===== src/rtl/branch_ctrl.sv =====
// Fetch-side branch decoder: turns the ROM word at PC into a next-PC redirect,
// and owns the Z/C condition flags and the CALL/RET return-address stack.
module branch_ctrl #(
    parameter int unsigned ADDR_W      = 11,
    parameter int unsigned DATA_W      = 16,
    parameter int unsigned STACK_DEPTH = 8,
    parameter int unsigned CNT_W       = 4
) (
    input  logic              clk,
    input  logic              nreset,
    input  logic [ADDR_W-1:0] PC,
    input  logic [DATA_W-1:0] INSTR,
    input  logic              ALU_Z,
    input  logic              ALU_C,
    input  logic              FLAG_WE,
    output logic [6:0]        TYPE,
    output logic              B1_OUT,
    output logic [ADDR_W-1:0] PC_VAL,
    output logic [CNT_W-1:0]  STK_CNT,
    output logic              STK_ERR,
    output logic              ILLEGAL
);

    localparam int unsigned PTR_W = (STACK_DEPTH > 1) ? $clog2(STACK_DEPTH) : 1;

    localparam logic [4:0] OP_JMP  = 5'b10000;
    localparam logic [4:0] OP_JZ   = 5'b10001;
    localparam logic [4:0] OP_JNZ  = 5'b10010;
    localparam logic [4:0] OP_JC   = 5'b10011;
    localparam logic [4:0] OP_JNC  = 5'b10100;
    localparam logic [4:0] OP_CALL = 5'b10101;
    localparam logic [4:0] OP_RET  = 5'b10110;

    logic [4:0]        op;
    logic [ADDR_W-1:0] addr;
    logic [ADDR_W-1:0] pc_inc;

    logic              z_q;
    logic              c_q;
    logic              stk_err_q;
    logic              illegal_q;
    logic [CNT_W-1:0]  cnt_q;
    logic [ADDR_W-1:0] stack_q [STACK_DEPTH];

    logic              stack_full;
    logic              stack_empty;
    logic [PTR_W-1:0]  push_idx;
    logic [PTR_W-1:0]  top_idx;
    logic [ADDR_W-1:0] top_val;

    logic              is_call;
    logic              is_ret;
    logic              is_illegal;

    assign op     = INSTR[DATA_W-1 -: 5];
    assign addr   = INSTR[ADDR_W-1:0];
    assign pc_inc = PC + ADDR_W'(1);

    assign stack_full  = (cnt_q == CNT_W'(STACK_DEPTH));
    assign stack_empty = (cnt_q == '0);
    assign push_idx    = PTR_W'(cnt_q);
    assign top_idx     = PTR_W'(cnt_q - CNT_W'(1));
    // An empty stack returns to address 0 rather than a stale entry.
    assign top_val     = stack_empty ? '0 : stack_q[top_idx];

    always_comb begin
        TYPE       = '0;
        B1_OUT     = 1'b0;
        PC_VAL     = '0;
        is_call    = 1'b0;
        is_ret     = 1'b0;
        is_illegal = 1'b0;
        if (!op[4]) begin
            TYPE = {3'b000, op[3:0]};
        end else begin
            unique case (op)
                OP_JMP, OP_JZ, OP_JNZ, OP_JC, OP_JNC, OP_CALL, OP_RET: begin
                    TYPE   = {1'b1, 3'b000, op[2:0]};
                    PC_VAL = addr;
                end
                default: is_illegal = 1'b1;
            endcase
            unique case (op)
                OP_JMP:  B1_OUT = 1'b1;
                OP_JZ:   B1_OUT = z_q;
                OP_JNZ:  B1_OUT = !z_q;
                OP_JC:   B1_OUT = c_q;
                OP_JNC:  B1_OUT = !c_q;
                OP_CALL: begin
                    B1_OUT  = 1'b1;
                    is_call = 1'b1;
                end
                OP_RET: begin
                    B1_OUT = 1'b1;
                    PC_VAL = top_val;
                    is_ret = 1'b1;
                end
                default: B1_OUT = 1'b0;
            endcase
        end
    end

    // Flags update at the edge, so a branch in the same cycle sees the old value.
    always_ff @(posedge clk or negedge nreset) begin
        if (!nreset) begin
            z_q       <= 1'b0;
            c_q       <= 1'b0;
            stk_err_q <= 1'b0;
            illegal_q <= 1'b0;
            cnt_q     <= '0;
        end else begin
            if (FLAG_WE) begin
                z_q <= ALU_Z;
                c_q <= ALU_C;
            end
            if (is_illegal) begin
                illegal_q <= 1'b1;
            end
            if (is_call) begin
                if (stack_full) begin
                    stk_err_q <= 1'b1;
                end else begin
                    cnt_q <= cnt_q + CNT_W'(1);
                end
            end
            if (is_ret) begin
                if (stack_empty) begin
                    stk_err_q <= 1'b1;
                end else begin
                    cnt_q <= cnt_q - CNT_W'(1);
                end
            end
        end
    end

    // Stack contents need no reset; occupancy alone defines what is valid.
    always_ff @(posedge clk) begin
        if (is_call && !stack_full) begin
            stack_q[push_idx] <= pc_inc;
        end
    end

    assign STK_CNT = cnt_q;
    assign STK_ERR = stk_err_q;
    assign ILLEGAL = illegal_q;

endmodule

===== config.mk =====
export PLATFORM = sky130hd
export DESIGN_NAME = branch_ctrl
export DESIGN_NICKNAME = d
export VERILOG_FILES = /design/src/rtl/branch_ctrl.sv
export SDC_FILE = /design/constraint.sdc
export NUM_CORES = 1
export LEC_CHECK = 0
export ABC_AREA = 1
export CORE_MARGIN = 2
export CORE_UTILIZATION = 51
export CTS_CLUSTER_SIZE = 8
export DETAILED_ROUTE_END_ITERATION = 12
export GPL_TIMING_DRIVEN = 1
export MAX_ROUTING_LAYER = met4
export PLACE_DENSITY = 0.86
export SKIP_CTS_REPAIR_TIMING = 1
export SYNTH_ARGS = -nofsm -noshare
export SYNTH_HDL_FRONTEND = slang
export SYNTH_SLANG_ARGS = --single-unit
export TNS_END_PERCENT = 5

===== constraint.sdc =====
create_clock -name clk -period 2.4 [get_ports clk]
set_clock_uncertainty 0.05 [all_clocks]
set_input_delay 0.36 -clock clk [delete_from_list [all_inputs] [get_ports clk]]
set_output_delay 0.36 -clock clk [all_outputs]
set_load 0.02 [all_outputs]

==> impl_results.html, run 1 <==
<table>
<tr><th>Metric</th><th>Value</th></tr>
<tr><th colspan="2">Synth</th></tr>
<tr><td>Top_reg_cell synth</td><td>edfxtp_1</td></tr>
<tr><td>Post-synthesis cell type with the largest combined area</td><td>edfxtp_1</td></tr>
<tr><td>Number of storage elements in the synthesis netlist</td><td>96</td></tr>
<tr><td>Top area cells in the synthesized netlist</td><td>edfxtp_1 (55%), nand2_1 (13%), nand3_1 (9.2%)</td></tr>
<tr><td>Simple logic cell fraction of the synthesized area</td><td>26.5%</td></tr>
<tr><td>Share of synthesized registers carrying an async set or reset</td><td>8.33%</td></tr>
<tr><td>Portion of netlist area occupied by mux cells</td><td>less than 1%</td></tr>
<tr><td>Share of synthesized cell area in full adder, half adder and majority cells</td><td>0.783%</td></tr>
<tr><td>Dominant cell by count in the synthesized netlist</td><td>nand2_1</td></tr>
<tr><td>Count of mapped cells out of synthesis</td><td>~530</td></tr>
<tr><td>Xor/xnor cell area share of the yosys netlist</td><td>1.46%</td></tr>
<tr><td>Leading post-synthesis cells by instance count</td><td>nand2_1 (166), inv_1 (94), edfxtp_1 (88), nand3_1 (88), nor2_1 (19)</td></tr>
<tr><td>Average cell area after synthesis</td><td>9.11 µm²</td></tr>
<tr><td>EDFF count, synth</td><td>88</td></tr>
<tr><td>Count of distinct cell types in the synthesized netlist</td><td>31</td></tr>
<tr><td>Yosys warnings</td><td>0</td></tr>
<tr><td>Portion of the post-synthesis area used by sequential elements</td><td>about three fifths</td></tr>
<tr><td>Post-synthesis compound-gate area fraction</td><td>0.783%</td></tr>
<tr><td>Synthesized cell area</td><td>0.00479 mm²</td></tr>
<tr><td>Share of the synthesized area in the top cell type</td><td>55.1%</td></tr>
<tr><td>Main combinational cell family by area after synthesis</td><td>simple AND/OR/NAND/NOR gates</td></tr>
<tr><th colspan="2">Timing</th></tr>
<tr><td>Worst setup margin</td><td>0.0628 ns</td></tr>
<tr><td>Total setup violations reported at the end of the flow</td><td>0</td></tr>
<tr><td>Hold Violations, Final</td><td>0</td></tr>
<tr><td>Final worst hold slack</td><td>0.240 ns</td></tr>
<tr><td>Post-route clock period utilization</td><td>97.4%</td></tr>
<tr><td>Max Clock Freq</td><td>0.428 GHz</td></tr>
<tr><td>Pins Over Slew Limit</td><td>0</td></tr>
<tr><td>Setup repair after global routing missed its margin</td><td>true</td></tr>
<tr><td>Slew Limit Headroom</td><td>56.9%</td></tr>
<tr><td>Fin crit period</td><td>2.34 ns</td></tr>
<tr><td>Setup Total Neg Slack</td><td>0 ns</td></tr>
<tr><td>Transition time at the pin with the least slew margin</td><td>0.644 ns</td></tr>
<tr><th colspan="2">GRT</th></tr>
<tr><td>Global-route usage over all layers</td><td>25.2%</td></tr>
<tr><td>Met1 Use GR</td><td>a little under 30%</td></tr>
<tr><td>Global-route wire length before repair</td><td>roughly 19 mm</td></tr>
<tr><td>Remaining Overflow, GRT</td><td>0</td></tr>
<tr><td>Busiest grt layer</td><td>met2</td></tr>
<tr><td>Largest net degree at the start of global routing</td><td>51</td></tr>
<tr><td>Global Route met3 Usage</td><td>5.96%</td></tr>
<tr><td>Via count of the first global-routing pass</td><td>3,977</td></tr>
<tr><td>Met2 usage</td><td>41.6%</td></tr>
<tr><td>Antenna violations before repair</td><td>0</td></tr>
<tr><th colspan="2">Worst setup path</th></tr>
<tr><td>Crit path max fanout</td><td>24</td></tr>
<tr><td>Type of destination of the critical path</td><td>output port</td></tr>
<tr><td>Critical setup path kind</td><td>flop to output port</td></tr>
<tr><td>Worst endpoint data arrival time</td><td>1.93 ns</td></tr>
<tr><td>Critical path required time</td><td>1.99 ns</td></tr>
<tr><td>Crit start category</td><td>flop</td></tr>
<tr><th colspan="2">Detailed routing</th></tr>
<tr><td>Residual antenna-violating net count after detailed routing</td><td>0</td></tr>
<tr><td>Vias/cell</td><td>between 5 and 6</td></tr>
<tr><td>Residual DRC</td><td>0</td></tr>
<tr><td>Final wirelength</td><td>12.1 mm</td></tr>
<tr><td>Total via count in the routed design</td><td>3,903</td></tr>
<tr><td>Router iterations before antenna repair</td><td>5</td></tr>
<tr><td>Post-DR wirelength/cell</td><td>16.8 µm</td></tr>
<tr><td>Number of violations reported at the end of detailed-routing iteration 0</td><td>between 200 and 300</td></tr>
<tr><th colspan="2">CTS</th></tr>
<tr><td>Total clock buffers created by CTS</td><td>9</td></tr>
<tr><td>Root buffer selected by CTS</td><td>clkbuf_8</td></tr>
<tr><td>CTS tree</td><td>done</td></tr>
<tr><td>Max Root-Sink Buffers</td><td>2</td></tr>
<tr><td>Clock sink count</td><td>96</td></tr>
<tr><td>CTS clock-pin slew for the worst setup and hold paths</td><td>~0.10 ns</td></tr>
<tr><td>Number of levels the H-tree was split into</td><td>3</td></tr>
<tr><td>Clk_lat worst skew</td><td>0.36 ns</td></tr>
<tr><th colspan="2">Power</th></tr>
<tr><td>Total power</td><td>5.35 mW</td></tr>
<tr><td>Peak supply drop</td><td>~430 µV</td></tr>
<tr><td>Standby leakage power</td><td>2.75 nW</td></tr>
<tr><td>Power Dens Cells</td><td>about 910 mW/mm²</td></tr>
<tr><th colspan="2">Floorplanning</th></tr>
<tr><td>Die extent in x</td><td>101 µm</td></tr>
<tr><td>Vert. Die Dim</td><td>101 µm</td></tr>
<tr><td>Initial Util</td><td>~52%</td></tr>
<tr><td>Die area</td><td>0.0102 mm²</td></tr>
<tr><td>Count of boundary I/O pins</td><td>57</td></tr>
<tr><td>Core Box Area</td><td>just over 0.009 mm²</td></tr>
<tr><td>Standard-cell row count</td><td>35</td></tr>
<tr><th colspan="2">Layout</th></tr>
<tr><td>Fillcell total</td><td>700</td></tr>
<tr><td>Sequential cell area</td><td>between 0.002 and 0.003 mm²</td></tr>
<tr><td>Multi-input gate area</td><td>0.00145 mm²</td></tr>
<tr><td>Final core utilization</td><td>between 60 and 70%</td></tr>
<tr><td>Share of cells above drive strength 1</td><td>between 10% and 20%</td></tr>
<tr><td>Final Net Count</td><td>between 600 and 700</td></tr>
<tr><td>Final design instance area without fill</td><td>0.00590 mm²</td></tr>
<tr><td>Diodes inserted</td><td>0</td></tr>
<tr><td>Area growth from synthesis to layout</td><td>23.0%</td></tr>
<tr><td>Non-Filler Instances</td><td>approximately 720</td></tr>
<tr><th colspan="2">Min path</th></tr>
<tr><td>Worst min-delay path category</td><td>input port to asynchronous set/reset pin</td></tr>
<tr><th colspan="2">Place</th></tr>
<tr><td>Worst setup timing slack at the placement stage</td><td>-0.345 ns</td></tr>
<tr><td>Number of input and output port buffers inserted</td><td>54</td></tr>
<tr><td>Sum of net half-perimeters after detailed placement</td><td>just over 8 mm</td></tr>
<tr><td>Final weighted congestion of routability-driven global placement</td><td>0.873</td></tr>
<tr><td>Instance area after placement</td><td>0.00570 mm²</td></tr>
<tr><td>Total placed cells including tap cells</td><td>707</td></tr>
<tr><th colspan="2">Outcome</th></tr>
<tr><td>Run status</td><td>finished clean</td></tr>
<tr><th colspan="2">Job</th></tr>
<tr><td>Max-Cap Viols</td><td>0</td></tr>
</table>
registers in the layout, indices dropped and copies added (netlist names):
| register | flops |
|---|---|
| z_q | 1 |
| STK_ERR | 1 |
| STK_CNT | 4 |
| c_q | 1 |
| ILLEGAL | 1 |
| stack_q | 88 |
layout make-up:
type,count,area share (%)
Timing Repair Buffer,92,14.8
Multi-Input combinational cell,309,24.5
Clock buffer,9,2.10
Clock inverter,7,1.76
Sequential cell,96,48.2
Inverter,99,6.30
Tap cell,111,2.35
per-layer routing:
metal	vias to the layer above	part of all wire (%)
met5	-	0
met4	0	2.7
met3	33	8.5
met2	187	50
met1	1853	39
li1	1830	-
kinds of logic (layout without fill, tap and decap cells):
| kind of cell | after synthesis | in the layout |
|---|---|---|
| flip-flops | 96 | 96 |
| AND/OR/NAND/NOR | 288 | 288 |
| AO/OA/AOI/OAI | 7 | 7 |
| adder cells (fa/ha/maj) | 3 | 3 |
| XOR/XNOR | 8 | 8 |
| other | 1 | 2 |
| multiplexers | 1 | 1 |
| buffers and inverters | 122 | 207 |
power by group:
part           internal [mW]  leakage [nW]  total [mW]  switching (mW)
clock                  0.599         0.108        1.19           0.594
combinational          0.826          1.76        2.23            1.41
sequential              1.89         0.884        1.93          0.0404
total                   3.31          2.75        5.35            2.04
critical path, stage by stage, from the launching register on:
cell and delay (ns):
dfrtp_1 0.39, inv_1 0.11, ha_4 0.22, inv_1 0.10, buf_12 0.19, nand3_1 0.10, nand3_1 0.14, nand3_2 0.08
nand2_1 0.07, clkbuf_2 0.17
final timing paths:
path                                      startpoint                       to  slack, ns  cells past startpoint
worst max register to register  STK_CNT[0]$_DFF_PN0_  stack_q[0][4]$_DFFE_PP_       0.63                      5
min in group clk                           INSTR[15]      ILLEGAL$_DFFE_PN0P_       0.41                      4
worst min register to register   ILLEGAL$_DFFE_PN0P_      ILLEGAL$_DFFE_PN0P_       0.43                      2
max in group asynchronous                     nreset     STK_CNT[2]$_DFF_PN0_       1.76                      1
worst max-delay path            STK_CNT[1]$_DFF_PN0_                PC_VAL[0]       0.06                      9
worst min-delay path                          nreset        STK_ERR$_DFF_PN0_       0.24                      1
layout by cell type, fill, tap and decap left out, types with 2 or more instances in the layout:
cell type and instances:
clkbuf_2 12, nand3_1 88, buf_6 2, dlymetal6s2s_1 4, clkbuf_8 10, ha_1 2, nor3_1 3, a21oi_1 2
o21ai_0 4, edfxtp_1 88, inv_1 94, conb_1 2, inv_2 5, dfrtp_1 8, nand2_1 166, clkinvlp_4 2
nor2_1 19, xor2_1 7, nand4_1 3, buf_4 28, buf_12 7, clkdlybuf4s50_1 37, bufinv_16 2
(Power assumes the default switching activity.)
==> run 2, diff against run 1 <==
--- a/config.mk
+++ b/config.mk
@@ -8,7 +8,7 @@
 export ABC_AREA = 1
 export CORE_MARGIN = 2
 export CORE_UTILIZATION = 51
-export CTS_CLUSTER_SIZE = 8
+export CTS_CLUSTER_SIZE = 40
 export DETAILED_ROUTE_END_ITERATION = 12
 export GPL_TIMING_DRIVEN = 1
 export MAX_ROUTING_LAYER = met4
==> results of run 2 <==
No change in the layout: final DEF, timing and power equal those of run 1.
